`src/rtl/adrv9001_ctrl_pkg.sv`:
```
// Shared types and defaults for the ADRV9001 control-line sequencer.
//   rst_state_t : reset sequencer states
//   NUM_CH_DEF / CNT_W_DEF : default channel count and counter width
package adrv9001_ctrl_pkg;

  localparam int NUM_CH_DEF = 2;
  localparam int CNT_W_DEF  = 16;

  typedef enum logic [1:0] {
    S_RST    = 2'd0,
    S_SETTLE = 2'd1,
    S_READY  = 2'd2
  } rst_state_t;

endpackage

```
`src/rtl/adrv9001_ctrl_sequencer_if.sv`:
```
// Control bus between the CPU register block (master) and the sequencer (slave).
//   reset_req               : single-cycle pulse restarting the reset sequence
//   tx_en_req / rx_en_req   : requested per-channel enable levels
//   adrv9001_rstn           : device reset, active low
//   adrv9001_tx_en / rx_en  : delayed per-channel enables driven to the pins
//   ready                   : reset sequence complete, enables live
//   pending                 : per line req!=out; [NUM_CH-1:0] TX, upper half RX
interface adrv9001_ctrl_sequencer_if #(
  parameter int NUM_CH = 2
);
  logic                  reset_req;
  logic [NUM_CH-1:0]     tx_en_req;
  logic [NUM_CH-1:0]     rx_en_req;
  logic                  adrv9001_rstn;
  logic [NUM_CH-1:0]     adrv9001_tx_en;
  logic [NUM_CH-1:0]     adrv9001_rx_en;
  logic                  ready;
  logic [2*NUM_CH-1:0]   pending;

  modport master (
    output reset_req, tx_en_req, rx_en_req,
    input  adrv9001_rstn, adrv9001_tx_en, adrv9001_rx_en, ready, pending
  );

  modport slave (
    input  reset_req, tx_en_req, rx_en_req,
    output adrv9001_rstn, adrv9001_tx_en, adrv9001_rx_en, ready, pending
  );
endinterface

```
`src/rtl/adrv9001_en_delay.sv`:
```
// One glitch-rejecting enable line.
//   clk, rst  : clock, synchronous active-high reset
//   req       : requested level
//   block     : holds off a rising transition (interlock); falls are never held
//   ready     : line enable; when low out and cnt are forced to 0
//   on_dly    : cycles of delay before a rise (latency on_dly+1)
//   off_dly   : cycles of delay before a fall (latency off_dly+1)
//   out       : registered line output
//   pending   : req differs from out while the line is live
module adrv9001_en_delay #(
  parameter int CNT_W = 16
) (
  input  logic             clk,
  input  logic             rst,
  input  logic             req,
  input  logic             block,
  input  logic             ready,
  input  logic [CNT_W-1:0] on_dly,
  input  logic [CNT_W-1:0] off_dly,
  output logic             out,
  output logic             pending
);
  logic [CNT_W-1:0] cnt;
  logic [CNT_W-1:0] dly;

  assign dly     = req ? on_dly : off_dly;
  assign pending = ready & (req ^ out);

  always_ff @(posedge clk) begin
    if (rst || !ready) begin
      out <= 1'b0;
      cnt <= '0;
    end else if (req == out || (req && block)) begin
      // req returned before the delay expired, or rise held off: drop progress
      cnt <= '0;
    end else if (cnt >= dly) begin
      // >= so a delay shortened below the running count fires on the next edge
      out <= req;
      cnt <= '0;
    end else if (cnt != '1) begin
      cnt <= cnt + CNT_W'(1);
    end
  end
endmodule

```
`src/rtl/adrv9001_ctrl_sequencer.sv`:
```
// ADRV9001 reset sequencer and per-channel TX/RX enable delay lines.
//   clk, rst           : clock, synchronous active-high reset
//   cfg_rst_cycles     : rstn low time (0 treated as 1)
//   cfg_settle_cycles  : rstn release to ready (0 treated as 1)
//   cfg_on_dly         : shared enable rise delay
//   cfg_off_dly        : shared enable fall delay
//   bus                : control interface (slave side)
// Optional build macro ADRV9001_TDD_INTERLOCK_EN: TX and RX of a channel are
// never high together; TX wins a simultaneous rise.
module adrv9001_ctrl_sequencer
  import adrv9001_ctrl_pkg::*;
#(
  parameter int NUM_CH = NUM_CH_DEF,
  parameter int CNT_W  = CNT_W_DEF
) (
  input  logic             clk,
  input  logic             rst,
  input  logic [CNT_W-1:0] cfg_rst_cycles,
  input  logic [CNT_W-1:0] cfg_settle_cycles,
  input  logic [CNT_W-1:0] cfg_on_dly,
  input  logic [CNT_W-1:0] cfg_off_dly,
  adrv9001_ctrl_sequencer_if.slave bus
);
  localparam int NL = 2 * NUM_CH;

  rst_state_t       state, state_nx;
  logic [CNT_W-1:0] cnt, cnt_nx;
  logic [CNT_W-1:0] tgt, tgt_nx;   // terminal count = max(cfg,1)-1, latched on entry
  logic [CNT_W-1:0] rst_m1, settle_m1;
  logic             rstn_q, ready_q, rstn_d, ready_d;
  logic             en_gate;

  logic [NL-1:0]    line_req, line_out, line_blk, line_pend;

  assign rst_m1    = (cfg_rst_cycles == '0)    ? '0 : cfg_rst_cycles - CNT_W'(1);
  assign settle_m1 = (cfg_settle_cycles == '0) ? '0 : cfg_settle_cycles - CNT_W'(1);

  // State register
  always_ff @(posedge clk) begin
    if (rst) begin
      state  <= S_RST;
      cnt    <= '0;
      tgt    <= rst_m1;
      rstn_q <= 1'b0;
      ready_q <= 1'b0;
    end else begin
      state  <= state_nx;
      cnt    <= cnt_nx;
      tgt    <= tgt_nx;
      rstn_q <= rstn_d;
      ready_q <= ready_d;
    end
  end

  // Next-state logic
  always_comb begin
    state_nx = state;
    cnt_nx   = '0;
    tgt_nx   = tgt;
    case (state)
      S_RST: begin
        if (cnt >= tgt) begin
          state_nx = S_SETTLE;
          tgt_nx   = settle_m1;
        end else begin
          cnt_nx = cnt + CNT_W'(1);
        end
      end
      S_SETTLE: begin
        if (cnt >= tgt) state_nx = S_READY;
        else            cnt_nx   = cnt + CNT_W'(1);
      end
      default: ;
    endcase
    if (bus.reset_req) begin
      state_nx = S_RST;
      cnt_nx   = '0;
      tgt_nx   = rst_m1;
    end
  end

  // Outputs decoded from the next state so the pins come straight off flops
  always_comb begin
    rstn_d  = (state_nx != S_RST);
    ready_d = (state_nx == S_READY);
  end

  // Lines drop on the same edge that samples reset_req
  assign en_gate = ready_q & ~bus.reset_req;

  assign line_req = {bus.rx_en_req, bus.tx_en_req};

`ifdef ADRV9001_TDD_INTERLOCK_EN
  // RX also yields to a TX rise in progress, so TX wins a simultaneous request
  for (genvar c = 0; c < NUM_CH; c++) begin : g_ilock
    assign line_blk[c]        = line_out[NUM_CH+c];
    assign line_blk[NUM_CH+c] = line_out[c] | line_req[c];
  end
`else
  assign line_blk = '0;
`endif

  for (genvar l = 0; l < NL; l++) begin : g_line
    adrv9001_en_delay #(.CNT_W(CNT_W)) u_line (
      .clk     (clk),
      .rst     (rst),
      .req     (line_req[l]),
      .block   (line_blk[l]),
      .ready   (en_gate),
      .on_dly  (cfg_on_dly),
      .off_dly (cfg_off_dly),
      .out     (line_out[l]),
      .pending (line_pend[l])
    );
  end

  assign bus.adrv9001_rstn  = rstn_q;
  assign bus.ready          = ready_q;
  assign bus.adrv9001_tx_en = line_out[NUM_CH-1:0];
  assign bus.adrv9001_rx_en = line_out[NL-1:NUM_CH];
  assign bus.pending        = line_pend;
endmodule
```
`src/flat_wrapper.sv`:
```
// flat-port wrapper written by rule: the top's interface ports become plain ports
module adrv9001_ctrl_sequencer_flat import adrv9001_ctrl_pkg::*;
#(
  parameter int NUM_CH = NUM_CH_DEF,
  parameter int CNT_W  = CNT_W_DEF
)
  (clk, rst, cfg_rst_cycles, cfg_settle_cycles, cfg_on_dly, cfg_off_dly, bus_reset_req, bus_tx_en_req, bus_rx_en_req, bus_adrv9001_rstn, bus_adrv9001_tx_en, bus_adrv9001_rx_en, bus_ready, bus_pending);
  adrv9001_ctrl_sequencer_if #(.NUM_CH(NUM_CH)) bus_i ();
  input  logic clk;
  input  logic rst;
  input  logic [CNT_W-1:0] cfg_rst_cycles;
  input  logic [CNT_W-1:0] cfg_settle_cycles;
  input  logic [CNT_W-1:0] cfg_on_dly;
  input  logic [CNT_W-1:0] cfg_off_dly;
  input wire logic [$bits(bus_i.reset_req)-1:0] bus_reset_req;
  input wire logic [$bits(bus_i.tx_en_req)-1:0] bus_tx_en_req;
  input wire logic [$bits(bus_i.rx_en_req)-1:0] bus_rx_en_req;
  output wire logic [$bits(bus_i.adrv9001_rstn)-1:0] bus_adrv9001_rstn;
  output wire logic [$bits(bus_i.adrv9001_tx_en)-1:0] bus_adrv9001_tx_en;
  output wire logic [$bits(bus_i.adrv9001_rx_en)-1:0] bus_adrv9001_rx_en;
  output wire logic [$bits(bus_i.ready)-1:0] bus_ready;
  output wire logic [$bits(bus_i.pending)-1:0] bus_pending;
  assign bus_i.reset_req = bus_reset_req;
  assign bus_i.tx_en_req = bus_tx_en_req;
  assign bus_i.rx_en_req = bus_rx_en_req;
  assign bus_adrv9001_rstn = bus_i.adrv9001_rstn;
  assign bus_adrv9001_tx_en = bus_i.adrv9001_tx_en;
  assign bus_adrv9001_rx_en = bus_i.adrv9001_rx_en;
  assign bus_ready = bus_i.ready;
  assign bus_pending = bus_i.pending;
  adrv9001_ctrl_sequencer #(.NUM_CH(NUM_CH), .CNT_W(CNT_W)) u_core (.clk(clk), .rst(rst), .cfg_rst_cycles(cfg_rst_cycles), .cfg_settle_cycles(cfg_settle_cycles), .cfg_on_dly(cfg_on_dly), .cfg_off_dly(cfg_off_dly), .bus(bus_i));
endmodule
```
`config.mk`:
```
export PLATFORM = sky130hd
export DESIGN_NAME = adrv9001_ctrl_sequencer_flat
export DESIGN_NICKNAME = d
export VERILOG_FILES = /design/src/rtl/adrv9001_ctrl_pkg.sv /design/src/rtl/adrv9001_ctrl_sequencer_if.sv /design/src/rtl/adrv9001_en_delay.sv /design/src/rtl/adrv9001_ctrl_sequencer.sv /design/src/flat_wrapper.sv
export SDC_FILE = /design/constraint.sdc
export NUM_CORES = 1
export LEC_CHECK = 0
export ABC_AREA = 1
export BUFFER_PORTS_ARGS = -buffer_cell sky130_fd_sc_hd__buf_4
export CAP_MARGIN = 20
export CORE_MARGIN = 5
export CORE_UTILIZATION = 55
export CTS_BUF_LIST = sky130_fd_sc_hd__clkbuf_16
export DETAILED_ROUTE_END_ITERATION = 8
export PLACE_DENSITY_LB_ADDON = 0.08
export SLEW_MARGIN = 5
export SYNTH_ARGS = -nofsm -noshare
export SYNTH_HDL_FRONTEND = slang
export SYNTH_SLANG_ARGS = --single-unit
```
`constraint.sdc`:
```
create_clock -name clk -period 2.01 [get_ports clk]
set_clock_uncertainty 0.1 [all_clocks]
set_input_delay 0.1005 -clock clk [delete_from_list [all_inputs] [get_ports clk]]
set_output_delay 0.1005 -clock clk [all_outputs]
set_load 0.01 [all_outputs]
```
* Yosys cells after proc, flatten, opt, wreduce, memory -nomap -nowiden *
Cells that the tools add are included.
W data, S select, Z words.

storage, ports and cells
  bits of input ports = 71
  output and inout bits = 10
  flip-flop bits (word level) = 104

operators by class
  reductions and logical operators = 19
  $lt $le $gt $ge = 5
  add/subtract/negate cells = 7
  muxes and demuxes = 14
  equality and inequality tests = 10
  bitwise logic cells = 15

operators by type and width
  kind                     number
  $mux W16                 10
  $add A16 B1 Y16 const B  5
  $ge A16 B16 Y1           5
  $ne A16 B16 Y1 const B   4
  $logic_not A16 Y1        2
  $sub A16 B1 Y16 const B  2
  $reduce_or A3 Y1         4
  $reduce_and A2 Y1        5
  $mux W2                  3
  $not A1 Y1               6
  $reduce_bool A3 Y1       2
  $and A1 B1 Y1            5
  $eq A1 B1 Y1             4
  $pmux W2 S2              1
  $reduce_or A4 Y1         1
  $xor A1 B1 Y1            4
  $eq A2 B1 Y1 const B     1
  $eq A2 B2 Y1 const B     1
  $logic_not A2 Y1         1
  $reduce_bool A2 Y1       1
  $reduce_or A2 Y1         1
  $logic_not A1 Y1         1
  $logic_or A1 B1 Y1       1

* Longest topological paths before layout *
  depth in word-level cells = 6
  gate-level depth with buffers = 16

* By module *
Synthesis repeated with hierarchy kept, for this count alone.

unflattened totals
  cells, all modules = 1143
  area total of the unflattened synthesis = 8545.7 µm²

by module, submodules not included
  module                   sequential area each (µm²)  cells an instance  area an instance (µm²)  instances
  adrv9001_en_delay        340.3                       204                1486.4                  4
  adrv9001_ctrl_sequencer  880.8                       327                2600.0                  1

* Worst setup path before layout *
Ideal clock, no wire load.

  path kind = input -> register
  from = in bus_tx_en_req[0]
  to = reg u_core.g_line[0].u_line.cnt[13]
  data arrival time = 1.898 ns
  setup slack = -0.106 ns
  path buffers = 3
  cell stages on the path = 12
  cells stage by stage = clkbuf_1 > clkbuf_1 > o21ai_0 > ha_1 > nand2_1 > nor4_1 > nand2_1 > nand3_1 > nor2_1 > nand2_2 > buf_4 > nor2_1

on the way
  cells in the longest elaborated chain, start to end = 3
  elaborated cells on any way between the ends = 4
  classes of those cells = order compare: 1; eq/ne: 1; mux: 1; reduce/logical: 1

ends and longest elaborated chain
  element                              RTL line                 text
  from (decl)                          flat_wrapper.sv:16       input wire logic [$bits(bus_i.tx_en_req)-1:0] bus_tx_en_req;
  $mux W16                             adrv9001_en_delay.sv:26  assign dly = req ? on_dly : off_dly;
  $ge A16 B16 Y1                       adrv9001_en_delay.sv:36  end else if (cnt >= dly) begin
  $reduce_or A3 Y1 (no source line) *  --
  to (signal assigned)                 adrv9001_en_delay.sv:41  cnt <= cnt + CNT_W'(1);
  to (decl)                            adrv9001_en_delay.sv:23  logic [CNT_W-1:0] cnt;

Every way passes the cells marked *; elsewhere a longest branch is shown, timed or not.
A chain may end at the register's enable or synchronous reset.

* Worst setup path after layout *
  from = reg u_core.tgt[6]
  to = reg u_core.tgt[1], enable pin

on the way
  cells in the longest elaborated chain, start to end = 3

ends and longest elaborated chain
  element                              RTL line                       text
  from (decl)                          adrv9001_ctrl_sequencer.sv:28  logic [CNT_W-1:0] tgt, tgt_nx;
  from (signal assigned)               adrv9001_ctrl_sequencer.sv:43  tgt <= rst_m1;
  from (signal assigned)               adrv9001_ctrl_sequencer.sv:49  tgt <= tgt_nx;
  $ge A16 B16 Y1                       adrv9001_ctrl_sequencer.sv:62  if (cnt >= tgt) begin
  $reduce_bool A3 Y1 (no source line)  --
  $reduce_and A2 Y1 (no source line)   --

Every way passes these cells.

==> results.cfg <==
[run_status]
status = complete, no violations

[logic_synthesis]
synth_seq_area_share = 0.279
synth_nets = 1292
synth_area_leaders = dfxtp_1 22%, ha_1 14%, nand2_1 11%
async_reset_ff_frac = 0
ys.flop_type = dfxtp_1
synth_seq_cells = 104
synth.largest_area_cell = dfxtp_1
synthCells = 1134
ys_types = 43
synth_edf_count = 16
syn_area_per_cell_um2 = 7.09
syn_area_um2 = 8040
ys.warnings.count = 0
synth_top_area_share = 0.219

[final_layout]
most-common-layout-cells = 225 x nand2_1, 145 x nor2_1, 127 x buf_4
syn_to_final_growth_pct = 19.2
fin_nets = 1405
final_common_cell = nand2_1
drive_gt1_frac = 0.181
fin_area_um2 = 9590
finish.utilization = 0.665
fillers = 1289
stdcell_count = 1436
n_antenna_cell = 0

[timing]
finalMaxSlewViolations = 0
layout_min_cycle_time_ns = 2.00
grt_setup_unrepaired = true
worst_pin_slew_ns = 0.368
slew_headroom = 0.753
fmax_mhz = 500
finalCritPeriodShare = 0.994
hold_violations = 0
setup-violations-final = 0

[worst_setup_path]
path_cells = inv_1 > ha_1 > nand2_1 > inv_2 > nand2_2 > nor2_2 > nor2_1 > nand2_1 > nand2_1 > nand2_2 > a31oi_4 > inv_4 > clkbuf_16
crit_arrival_ns = 2.02
worstSetupStartpointType = flip-flop
slowest_delay_ns = 0.39
slowest_stage = edfxtp_1
cp-end-kind = flip-flop
crit_top_cell = nand2_1
path_class = reg -> reg
cp.required_ns = 2.03
critPathTopFamily = simple AND/OR/NAND/NOR gates
critPathBufInv = 4
worstPathMaxFanout = 6

[grt]
grt_pass1_wl_um = 32300
antenna_found_initial = 0
grt_max_degree = 35
grt_util_all_layers = 0.240
overflow = 0
grt_pass1_vias = 6633

[cts]
clk_pin_slew_ns = 0.06
cts_tree = done
clk_latency_ns = 0.36
ctsHtreeMaxLevel = 3
cts.sinks = 104
cts_root_buf = clkbuf_16
cts_buffers = 9
clockBufferDepth = 2

[routing]
drc = 0
wl_per_cell_um = 13.9
drtIter0Drc = 466
viasPerCell = 5.17
wl_um = 20000
via_count = 7418
drt-pass1-iter-count = 5
ant_nets = 0

[die]
die_area_um2 = 17100
pin_count = 81
dieHeight_um = 131
die_w_um = 131
num_rows = 44
core_um2 = 14400
initial_core_util = 0.558

[placement]
dp_cells = 1416
gp_congestion = 0.919
portBuffers = 80
placed_cell_area_um2 = 9120
dpl.hpwl_um = 16200

[power_and_ir_drop]
peakVddDrop_mv = 0.600
power_density_nw_per_um2 = 489
p_leak_nw = 4.29

[flow_run]
maxCapViolations = 0

[hold_path]
hp-class = in -> reg
[metrics by stage]
stage / hold slack, ns / setup WS [ns] / TNS, ns / total power, mW
after detailed placement: 0.308 / -0.183 / -3.71 / 2.86
after global placement: 0.304 / -0.113 / -2.04 / 2.84
final: 0.0547 / 0.0114 / 0 / 4.69
after CTS: 0.0399 / 0.00291 / 0 / 4.71
after global routing: 0.0528 / -0.131 / -2.51 / 4.89
after floorplan: 0.165 / 0.00659 / 0 / 2.59
[cell type report]
cell class / instances / area, µm² / share of cell area
repair buffers: 135 / 1080 / 0.113
multi-input cells: 882 / 5280 / 0.551
clock buffers: 9 / 225 / 0.0235
clock inverters: 7 / 87.6 / 0.00914
well taps: 184 / 230 / 0.0240
flip-flops and latches: 104 / 2250 / 0.235
inverters: 115 / 437 / 0.0456
[worst min-delay path: stages]
cell and delay [ns]:
buf_4 0.09, xor2_1 0.07, o22ai_1 0.11
[repair_timing]
item,CTS,global route
hold buffers,3,0
endpoints found under the hold margin,2,0
gates resized for setup,0,31
setup buffers,0,0
endpoints found under the setup margin,0,62
[cells in the mapped netlist (2+ instances only)]
cell type and count:
nand4_1 24, o22ai_1 14, edfxtp_1 16, xnor2_1 29
nand2_2 8, o21a_1 4, buf_4 13, nand4_2 2
buf_2 4, clkbuf_1 14, nor2_4 3, xor2_1 44
a21oi_1 70, nand3_2 2, nor4_1 7, buf_6 2
a31oi_1 4, nor2_1 149, nor2_2 21, inv_1 115
nor3b_1 8, dfxtp_1 88, nand3_1 46, o21ai_0 88
nor3_1 23, nand2_1 227, nor3_2 7, ha_1 87
[path summary, 6_finish.rpt]
check / cells past startpoint / startpoint / slack [ns] / end
worst min-delay path: 3 / cfg_rst_cycles[8] / 0.05 / u_core.tgt[8]$_DFFE_PP_
worst min register to register: 2 / u_core.state[0]$_SDFF_PP0_ / 0.40 / u_core.state[0]$_SDFF_PP0_
worst max-delay path: 13 / u_core.tgt[6]$_DFFE_PP_ / 0.01 / u_core.tgt[1]$_DFFE_PP_
worst max register to register: 13 / u_core.tgt[6]$_DFFE_PP_ / 0.01 / u_core.tgt[1]$_DFFE_PP_
[power by group]
| part | switching, mW | internal (mW) |
|---|---|---|
| Combinational | 0.384 | 0.282 |
| Clock | 0.769 | 1.08 |
| Sequential | 0.0145 | 2.16 |
| Total | 1.17 | 3.52 |
[kinds of logic (layout without fill, tap and decap cells)]
logic type,Yosys count,in the layout,share of synthesized area
simple gates,538,538,0.308
compound gates,183,183,0.119
buf+inv,148,266,0.0776
flops,104,104,0.279
fa+ha+maj,87,87,0.135
xor+xnor,73,73,0.0795
mux,1,1,0.00124
[registers in the layout (all words and copies together), names as in the netlist]
| register | count |
|---|---|
| u_core.bus.adrv9001_rstn | 1 |
| u_core.tgt | 16 |
| u_core.bus.ready | 1 |
| u_core.g_line.u_line.out | 4 |
| u_core.state | 2 |
| u_core.cnt | 16 |
| u_core.g_line.u_line.cnt | 64 |
[layer usage]
layer / GRT usage / up-vias / wire [µm]
met2: 0.360 / 147 / 8620
met4: 0.0859 / 0 / 519
met3: 0.0309 / 35 / 916
met1: 0.352 / 3250 / 9980
met5: 0 / - / 0
li1: - / 3986 / -
No activity file was read; power rests on OpenSTA's default activity.
